File: config.mk
export PLATFORM = sky130hd
export DESIGN_NAME = cmdq_issue_ctrl
export DESIGN_NICKNAME = d
export VERILOG_FILES = /design/src/rtl/cmdq_pkg.sv /design/src/rtl/cmdq_credit_ctr.sv /design/src/rtl/cmdq_issue_ctrl.sv
export SDC_FILE = /design/constraint.sdc
export NUM_CORES = 1
export LEC_CHECK = 0
export ABC_AREA = 1
export CAP_MARGIN = 0
export CORE_UTILIZATION = 40
export CTS_CLUSTER_DIAMETER = 50
export DETAILED_ROUTE_END_ITERATION = 10
export PLACE_DENSITY = 0.81
export SYNTH_ARGS = -nofsm -noshare
export SYNTH_HDL_FRONTEND = slang
export SYNTH_SLANG_ARGS = --single-unit
File: constraint.sdc
create_clock -name clk -period 2.8 [get_ports clk]
set_clock_uncertainty 0.2 [all_clocks]
set_input_delay 0.56 -clock clk [delete_from_list [all_inputs] [get_ports clk]]
set_output_delay 0.56 -clock clk [all_outputs]
set_load 0.05 [all_outputs]
File: src/rtl/cmdq_pkg.sv
// Shared types and helpers for the command-queue issue controller.
package cmdq_pkg;

  localparam int NQ_MAX = 16;

  typedef enum logic [1:0] {
    RUN   = 2'd0,
    DRAIN = 2'd1,
    HOLD  = 2'd2
  } state_e;

  function automatic int cw(input int depth);
    return $clog2(depth + 1);
  endfunction

endpackage

File: src/rtl/cmdq_credit_ctr.sv
// Per-queue credit counter: starts full at DEPTH, decrements on enqueue,
// increments on dequeue, and flags a dequeue that would exceed DEPTH.
module cmdq_credit_ctr
  import cmdq_pkg::*;
#(
  parameter int DEPTH = 4,
  parameter int CW    = cw(DEPTH)
) (
  input  logic          clk,
  input  logic          reset,
  input  logic          enq_i,
  input  logic          deq_i,
  output logic [CW-1:0] credits_o,
  output logic          ready_o,
  output logic          full_o,
  output logic          overflow_o
);

  logic [CW-1:0] credits_q, credits_d;

  assign full_o     = (credits_q == CW'(DEPTH));
  assign ready_o    = (credits_q != '0);
  assign overflow_o = deq_i & ~enq_i & full_o;
  assign credits_o  = credits_q;

  // A returned credit beyond DEPTH is dropped; the top records the error.
  always_comb begin
    credits_d = credits_q;
    if (enq_i && !deq_i)
      credits_d = credits_q - CW'(1);
    else if (deq_i && !enq_i && !full_o)
      credits_d = credits_q + CW'(1);
  end

  always_ff @(posedge clk) begin
    if (reset) credits_q <= CW'(DEPTH);
    else       credits_q <= credits_d;
  end

endmodule

File: src/rtl/cmdq_issue_ctrl.sv
// Issue/replay control for NQ credit-tracked command queues with flush/drain FSM.
// Optional replay statistics counter enabled by defining CMDQ_STATS_EN.
module cmdq_issue_ctrl
  import cmdq_pkg::*;
#(
  parameter int NQ      = 2,
  parameter int DEPTH   = 4,
  parameter int STATS_W = 16
) (
  input  logic               clk,
  input  logic               reset,
  input  logic               io_valid,
  input  logic [NQ-1:0]      io_sigs_enq,
  input  logic [NQ-1:0]      io_deq,
  input  logic               io_flush,
  output logic               io_replay,
  output logic               io_fire,
  output logic [NQ-1:0]      io_enq_valid,
  output logic               io_drained,
  output logic               io_err,
  output logic [STATS_W-1:0] io_replay_cnt
);

  localparam int CW = cw(DEPTH);

  logic [NQ-1:0][CW-1:0] credits;
  logic [NQ-1:0]         ready, full, overflow, home;
  logic                  blocked;
  state_e                state_q;
  logic                  err_q;

  for (genvar g = 0; g < NQ; g++) begin : g_q
    cmdq_credit_ctr #(.DEPTH(DEPTH), .CW(CW)) u_ctr (
      .clk        (clk),
      .reset      (reset),
      .enq_i      (io_enq_valid[g]),
      .deq_i      (io_deq[g]),
      .credits_o  (credits[g]),
      .ready_o    (ready[g]),
      .full_o     (full[g]),
      .overflow_o (overflow[g])
    );
    assign home[g] = (credits[g] == CW'(DEPTH));
  end

  // Credits returned this cycle only become usable next cycle (no bypass).
  assign blocked      = (|(io_sigs_enq & ~ready)) | (state_q != RUN);
  assign io_replay    = io_valid & blocked;
  assign io_fire      = io_valid & ~blocked;
  assign io_enq_valid = io_sigs_enq & {NQ{io_fire}};
  assign io_drained   = (state_q == HOLD) & (&home);
  assign io_err       = err_q;

  always_ff @(posedge clk) begin
    if (reset) begin
      state_q <= RUN;
    end else begin
      case (state_q)
        RUN:     if (io_flush) state_q <= DRAIN;
        DRAIN:   if (&full)    state_q <= HOLD;
        HOLD:    if (!io_flush) state_q <= RUN;
        default: state_q <= RUN;
      endcase
    end
  end

  always_ff @(posedge clk) begin
    if (reset)          err_q <= 1'b0;
    else if (|overflow) err_q <= 1'b1;
  end

`ifdef CMDQ_STATS_EN
  logic [STATS_W-1:0] replay_cnt_q;

  always_ff @(posedge clk) begin
    if (reset)
      replay_cnt_q <= '0;
    else if (io_replay && (replay_cnt_q != '1))
      replay_cnt_q <= replay_cnt_q + STATS_W'(1);
  end

  assign io_replay_cnt = replay_cnt_q;
`else
  assign io_replay_cnt = '0;
`endif

endmodule

-- Word-level counts from Yosys, hierarchy flattened
Index checks and enable logic that the tools add are counted.
- add/subtract/negate cells: 4
- reductions and logical operators: 22
- equal/unequal tests: 7
- multiplexer cells: 8
- bitwise gates (word level): 14
- operators with widths (operator ; number):
    3-bit 2-to-1 mux ; 4
    1-bit AND ; 7
    3-bit by 1-bit adder with 3-bit output (second input constant) ; 2
    3-bit == test (second input constant) ; 2
    1-bit logical AND ; 6
    1-bit zero test ; 6
    2-bit 2-to-1 mux ; 3
    2-bit != test (second input constant) ; 3
    2-bit case mux with 3 select lines ; 1
    2-bit nonzero test ; 3
    3-bit nonzero test ; 2
    3-bit by 1-bit subtractor with 3-bit output (second input constant) ; 2
    2-bit AND ; 2
    2-bit OR reduction ; 2
    1-bit NOT ; 3
    3-bit AND reduction ; 1
    2-bit by 1-bit == test with 1-bit output (second input constant) ; 1
    2-bit == test (second input constant) ; 1
    2-bit zero test ; 1
    2-bit NOT ; 1
    2-bit AND reduction ; 1
    1-bit OR ; 1
- word-level logic and storage cells: 59
- bits in registers: 9
- input port bits: 8
- output and inout port bits: 22

-- Depth between registers and ports, before layout
Gate-level depths: netlist of the first run.
- depth after elaboration: 13
- mapped depth: 16
- depth with buffers taken out: 16

-- By module
Synthesis of the first run repeated with hierarchy kept, for this count alone.
- cell total of the unflattened synthesis: 140
- area, all modules: 828.3 µm²
- modules (own cells, without submodules) (module ; instances ; cells an instance ; area each (µm²)):
    cmdq_credit_ctr ; 2 ; 45 ; 254.0
    cmdq_issue_ctrl ; 1 ; 50 ; 320.3

-- Worst setup path before layout of the first run
OpenSTA, ideal clock, no wires.
- kind: register to output
- start point: reg g_q[1].u_ctr.credits_q[0]
- end point: out io_drained
- cell stages (with the launch flop): 6
- slack: 0.264 ns
- arrival time: 1.776 ns
- required time: 2.040 ns
- path through: dfxtp_1 nor2_1 nand2_1 nor2_1 inv_1 nor3_1
- longest elaborated chain between the ends: 3
- RTL lines (element ; RTL line ; text):
    start: declaration ; cmdq_credit_ctr.sv:19 ; logic [CW-1:0] credits_q, credits_d;
    start signal: assignment ; cmdq_credit_ctr.sv:36 ; if (reset) credits_q <= CW'(DEPTH);
    start signal: assignment ; cmdq_credit_ctr.sv:37 ; else credits_q <= credits_d;
    3-bit == test ; cmdq_issue_ctrl.sv:43 ; assign home[g] = (credits[g] == CW'(DEPTH));
    2-bit AND reduction ; cmdq_issue_ctrl.sv:51 ; assign io_drained = (state_q == HOLD) & (&home);
    1-bit AND ; cmdq_issue_ctrl.sv:51 ;
    end: declaration ; cmdq_issue_ctrl.sv:19 ; output logic io_drained,
No other way between the ends.

-- Worst setup path in the final report of the first run
- start point: in io_sigs_enq[1]
- end point: out io_enq_valid[0]
- longest elaborated chain between the ends: 6
- RTL lines (element ; RTL line ; text):
    start: declaration ; cmdq_issue_ctrl.sv:13 ; input logic [NQ-1:0] io_sigs_enq,
    2-bit AND ; cmdq_issue_ctrl.sv:47 ; assign blocked = (|(io_sigs_enq & ~ready)) | (state_q != RUN);
    2-bit OR reduction ; cmdq_issue_ctrl.sv:47 ;
    1-bit OR ; cmdq_issue_ctrl.sv:47 ;
    1-bit NOT ; cmdq_issue_ctrl.sv:49 ; assign io_fire = io_valid & ~blocked;
    1-bit AND ; cmdq_issue_ctrl.sv:49 ;
    2-bit AND ; cmdq_issue_ctrl.sv:50 ; assign io_enq_valid = io_sigs_enq & {NQ{io_fire}};
    end: declaration ; cmdq_issue_ctrl.sv:18 ; output logic [NQ-1:0] io_enq_valid,
No other way between the ends.

==> metrics.txt, run 1 <==
status=finished clean; clock sinks=9; IO buf count=13; CTS HTree Levels=1; first-pass GRT wire length=2.118 mm; Post-DRT Antenna Nets=0; Seq/Total Area, Yosys=0.2315; I/O pins=30; sequential standard cell area=180.2 sq um; Max Clk Rate=383.7 MHz; clk buf depth=2; cells after synthesis=117; pwr dens=715.9 nW/um^2; hpwl dp=between 1 and 1.5 mm; crit path max fanout=8; critical path capture point type=primary output; Clk Latency, worst-skew pair=0.26 ns; most frequent cells in the layout=24 x nand2_1, 18 x inv_1, 16 x conb_1; mapped cell area=778.2 sq um; register clock-pin slew on the reported worst setup and hold paths=0.06 ns; Fin Hold WS=0.3119 ns; Layout area overhead=19.77%; Mapped Avg Cell Area=6.652 sq um; endpoints failing setup=0; Setup Buffers After CTS=0; #FFs+latches synth=9; vias in the first global route=528; RSZ-0062 raised after global routing=false; final net count=143; core box area=1783 sq um; die height=46.11 microns; leakage power figure=0.0005064 uW; critical path type=in2out; final hold viol count=0; setup_tns=0 ns; CTS tree=done; row cnt=15; HP Class=reg2reg; die width=46.11 microns; Max-slew headroom=0.6670; multi-input logic area=444.2 sq um; die area=around 2100 sq um; Starting Density=0.4365; Antenna Cells=0; fill cell count=178; commonest non-fill, non-tap cell in the layout=nand2_1; crit start category=input pin; post_cts resized=0; drt first pass iters=4; total congestion overflow=0; global placer's final weighted congestion=0.8131; WP data arrival=1.85 ns; Vias per Instance=about 4.4; via count=687; Slew @ Worst Pin=0.4979 ns; final WL=1.431 mm; max cap viols=0; drt wl/cell=9.115 microns; warnings from Yosys=0; layout cells sized above 1=0.1439; antenna violations before repair=0; critical path required time=2.04 ns; hold buffers post-CTS=0; Yosys cell types=21; root buffer cell=clkbuf_4; Num CTS Buffers=3; Final Power=between 600 and 700 uW; First DRT Iteration DRCs=19; largest net degree at the start of global routing=9; worst vdd ir=between 0.3 and 0.4 mV; Final Cycle Share=0.9308; gr usage total=0.1407; final slew viol count=0; Final Critical Period=about 2.6 ns; # DRC=0
-- report_power, final --
part,internal [uW],switching [uW]
Sequential,157,27.3
Clock,54.9,45.2
Combinational,129,254
-- registers in the layout (all words and copies together) (netlist names) --
signal               flops
g_q.u_ctr.credits_o      6
state_q                  2
io_err                   1
-- per-layer routing --
metal | vias up | part of all wire | track usage
met5 | - | 0 | 0
met4 | 0 | 0.0098 | 0.07059
met3 | 2 | 0.068 | 0.04314
met2 | 26 | 0.48 | 0.2225
met1 | 299 | 0.44 | 0.1706
li1 | 360 | - | -
-- kinds of logic after synthesis --
family | count (synthesis) | share of synthesized area
XOR/XNOR | 1 | 0.01126
AO/OA/AOI/OAI | 8 | 0.05466
other | 1 | 0.004819
buffers and inverters | 38 | 0.2701
flip-flops | 9 | 0.2315
adder cells (fa/ha/maj) | 2 | 0.04180
AND/OR/NAND/NOR | 58 | 0.3859
-- path summary, 6_finish.rpt --
| check | start | endpoint | slack (ns) | depth (start not counted) |
|---|---|---|---|---|
| max | io_sigs_enq[1] | io_enq_valid[0] | 0.19 | 9 |
| min | g_q[0].u_ctr.credits_o[1]$_SDFFE_PP0P_ | g_q[0].u_ctr.credits_o[1]$_SDFFE_PP0P_ | 0.31 | 2 |
| max reg2reg | g_q[1].u_ctr.credits_o[2]$_SDFFE_PP1P_ | g_q[0].u_ctr.credits_o[2]$_SDFFE_PP1P_ | 0.68 | 10 |
| min reg2reg | g_q[0].u_ctr.credits_o[1]$_SDFFE_PP0P_ | g_q[0].u_ctr.credits_o[1]$_SDFFE_PP0P_ | 0.31 | 2 |
-- through the flow --
step | utilization | instances | area, sq um | setup WS [ns]
after global placement | 0.5081 | 153 | 905.9 | 0.1313
after detailed placement | 0.5081 | 153 | 905.9 | 0.07872
after global routing | 0.5228 | 157 | 932.1 | 0.09070
final | 0.5228 | 157 | 932.1 | 0.1937
after floorplan | - | 132 | 834.6 | 0.2641
after CTS | 0.5228 | 157 | 932.1 | 0.1923
-- critical path, cell delays in order --
cell and delay, ns:
clkdlybuf4s50_1 0.43, inv_1 0.07, nor2_1 0.04, nand2_1 0.08, nand3_2 0.14, nor2_8 0.20, nand2_2 0.10, inv_2 0.10
buf_12 0.14
-- cell usage after synthesis --
cell type	number	area (sq um)
nand3_4	1	17.52
xor2_1	1	8.760
inv_1	18	67.56
dfxtp_1	9	180.2
nor2_8	1	20.02
nand2_4	1	11.26
nand3_1	7	35.03
nand3_2	3	30.03
nand2_1	24	90.09
conb_1	1	3.750
nor3_1	2	10.01
a21oi_1	4	20.02
o21ai_1	3	15.01
inv_2	2	7.510
nor2_1	13	48.80
buf_4	18	135.1
nand2_2	2	12.51
fa_1	1	20.02
nand4_1	4	25.02
o21bai_1	1	7.510
ha_1	1	12.51
-- final cells by class --
class                   count  area share
clock buffers               4     0.02819
inverters                  20     0.08054
flip-flops and latches      9      0.1933
repair buffers             14      0.1879
multi-input cells          85      0.4765
well taps                  25     0.03356
(Power assumes the default switching activity.)
==> run 2, diff against run 1 <==
--- a/config.mk
+++ b/config.mk
@@ -10,7 +10,8 @@
 export CORE_UTILIZATION = 40
 export CTS_CLUSTER_DIAMETER = 50
 export DETAILED_ROUTE_END_ITERATION = 10
-export PLACE_DENSITY = 0.81
+export GPL_TIMING_DRIVEN = 0
+export PLACE_DENSITY = 0.74
 export SYNTH_ARGS = -nofsm -noshare
 export SYNTH_HDL_FRONTEND = slang
 export SYNTH_SLANG_ARGS = --single-unit
==> run 2 against run 1 <==
Combinational power fell by 2%. Sequential share of layout area decreased by 1.6 points. Global-route usage is 1.2 points higher. Count of clock-buffer cells in the layout is the same. Die area unchanged. Register-to-register slack barely moved. Critical path depth fell by 1. Non-clock buffer count increased by 17. Largest power group unchanged.
==> metrics.txt, run 2 (synthesized netlist as in run 1, its figures left out) <==
max cap viols=0; critical path capture point type=primary output; antenna violations before repair=0; HP Class=reg2reg; vias in the first global route=592; RSZ-0062 raised after global routing=false; Post-Layout Inst Area=1017 sq um; Final Cycle Share=0.9595; die area=2126 sq um; via count=746; clock sinks=9; reg2reg setup slack=0.67 ns; layout cells sized above 1=0.2349; final net count=160; max reg flops=6; R2R depth=10; First DRT Iteration DRCs=12; gr usage total=0.1529; final slew viol count=0; IO buf count=13; I/O pins=30; Vias per Instance=around 4.3; register clock-pin slew on the reported worst setup and hold paths=0.06 ns; worst vdd ir=0.3583 mV; leakage power figure=0.0005878 uW; first-pass GRT wire length=2.270 mm; setup_tns=0 ns; CP startpoint=io_sigs_enq[0]; reg-to-reg critical path startpoint=g_q[1].u_ctr.credits_o[2]$_SDFFE_PP1P_; CTS tree=done; Max Clk Rate=between 300 and 400 MHz; critical path type=in2out; hold buffers post-CTS=0; Antenna Cells=0; Clk Latency, worst-skew pair=0.26 ns; drt wl/cell=8.506 microns; RR Endpoint=g_q[0].u_ctr.credits_o[2]$_SDFFE_PP1P_; Layout area overhead=30.71%; clk buf depth=2; status=finished clean; pwr dens=around 650 nW/um^2; die height=46.11 microns; # DRC=0; commonest non-fill, non-tap cell in the layout=nand2_1; final hold viol count=0; row cnt=15; met1 Track Usage GR=0.1805; Fin Hold WS=0.3123 ns; WP data arrival=1.93 ns; die width=46.11 microns; Final Critical Period=about 2.7 ns; Post-DRT Antenna Nets=0; Final Power=657.4 uW; GR Util met3=0.02353; drt first pass iters=4; M2 GR Usage=0.2592; layer with the highest usage=met2; root buffer cell=clkbuf_4; Cell Area, Placed=996.0 sq um; CTS HTree Levels=1; endpoints failing setup=0; total congestion overflow=0; hpwl dp=roughly 1.2 mm; critical path required time=2.04 ns; Starting Density=0.4365; Num CTS Buffers=3; crit start category=input pin; crit path max fanout=8; Util after Layout=0.5705; global placer's final weighted congestion=0.7618; core box area=1783 sq um; largest net degree at the start of global routing=9; final WL=about 1.5 mm; fill cell count=169; crit path capture=io_enq_valid[0]; most frequent cells in the layout=24 x nand2_1, 20 x buf_4, 18 x inv_1
==> run 2: report_power, final <==
| group | leakage (uW) | switching (uW) | internal (uW) | total [uW] |
|---|---|---|---|---|
| clock | 0.0000150 | 44.9 | 54.9 | 99.7 |
| combinational | 0.000498 | 251 | 123 | 374 |
| sequential | 0.0000743 | 26.6 | 157 | 184 |
==> run 2: repair_timing <==
item	4_1_cts	5_1_grt
buffers inserted	0	0
gates resized for setup	20	0
setup endpoints to repair	5	0
==> run 2: layout make-up <==
| cell class | count | area, sq um | share of cell area |
|---|---|---|---|
| plain buffers | 18 | 135.1 | 0.1328 |
| repair buffers | 13 | 125.1 | 0.1230 |
| clock buffers | 4 | 26.28 | 0.02583 |
| well taps | 25 | 31.28 | 0.03075 |
| inverters | 20 | 75.07 | 0.07380 |
| multi-input cells | 85 | 444.2 | 0.4367 |
| flip-flops and latches | 9 | 180.2 | 0.1771 |
==> run 2: layer usage <==
layer | wire length [microns] | part of all wire
met1 | 641 | 0.43
met4 | 32 | 0.022
met2 | 717 | 0.48
met5 | 0 | 0
met3 | 89 | 0.060
==> run 2: worst max-delay path, stage by stage <==
cell and delay, ns:
clkdlybuf4s50_1 0.46, nand3_1 0.13, nand3_2 0.13, nor2_8 0.19
nand2_2 0.10, inv_2 0.08, buf_4 0.10, buf_4 0.18
==> run 2: worst min-delay path by stage <==
| stage | startpoint | to | slack (ns) | depth (start not counted) |
|---|---|---|---|---|
| floorplan | g_q[0].u_ctr.credits_o[1]$_SDFFE_PP0P_ | g_q[0].u_ctr.credits_o[1]$_SDFFE_PP0P_ | 0.28 | 2 |
| global placement | g_q[0].u_ctr.credits_o[1]$_SDFFE_PP0P_ | g_q[0].u_ctr.credits_o[1]$_SDFFE_PP0P_ | 0.29 | 2 |
| detailed placement | g_q[0].u_ctr.credits_o[1]$_SDFFE_PP0P_ | g_q[0].u_ctr.credits_o[1]$_SDFFE_PP0P_ | 0.30 | 2 |
| CTS | g_q[0].u_ctr.credits_o[1]$_SDFFE_PP0P_ | g_q[0].u_ctr.credits_o[1]$_SDFFE_PP0P_ | 0.31 | 2 |
| global route | g_q[0].u_ctr.credits_o[1]$_SDFFE_PP0P_ | g_q[0].u_ctr.credits_o[1]$_SDFFE_PP0P_ | 0.34 | 2 |
| finish | g_q[0].u_ctr.credits_o[1]$_SDFFE_PP0P_ | g_q[0].u_ctr.credits_o[1]$_SDFFE_PP0P_ | 0.31 | 2 |
==> run 2: per-stage QoR <==
stage / instances / setup slack [ns]
after floorplan: 132 / 0.2641
after global placement: 170 / -0.6526
after detailed placement: 170 / -0.6756
after CTS: 174 / 0.1150
after global routing: 174 / 0.06067
final: 174 / 0.1133
==> run 3, diff against run 2 <==
--- a/config.mk
+++ b/config.mk
@@ -6,7 +6,7 @@
 export NUM_CORES = 1
 export LEC_CHECK = 0
 export ABC_AREA = 1
-export CAP_MARGIN = 0
+export CAP_MARGIN = 20
 export CORE_UTILIZATION = 40
 export CTS_CLUSTER_DIAMETER = 50
 export DETAILED_ROUTE_END_ITERATION = 10
==> results of run 3 <==
The final DEF is identical to that of run 2; final timing and power are the same.
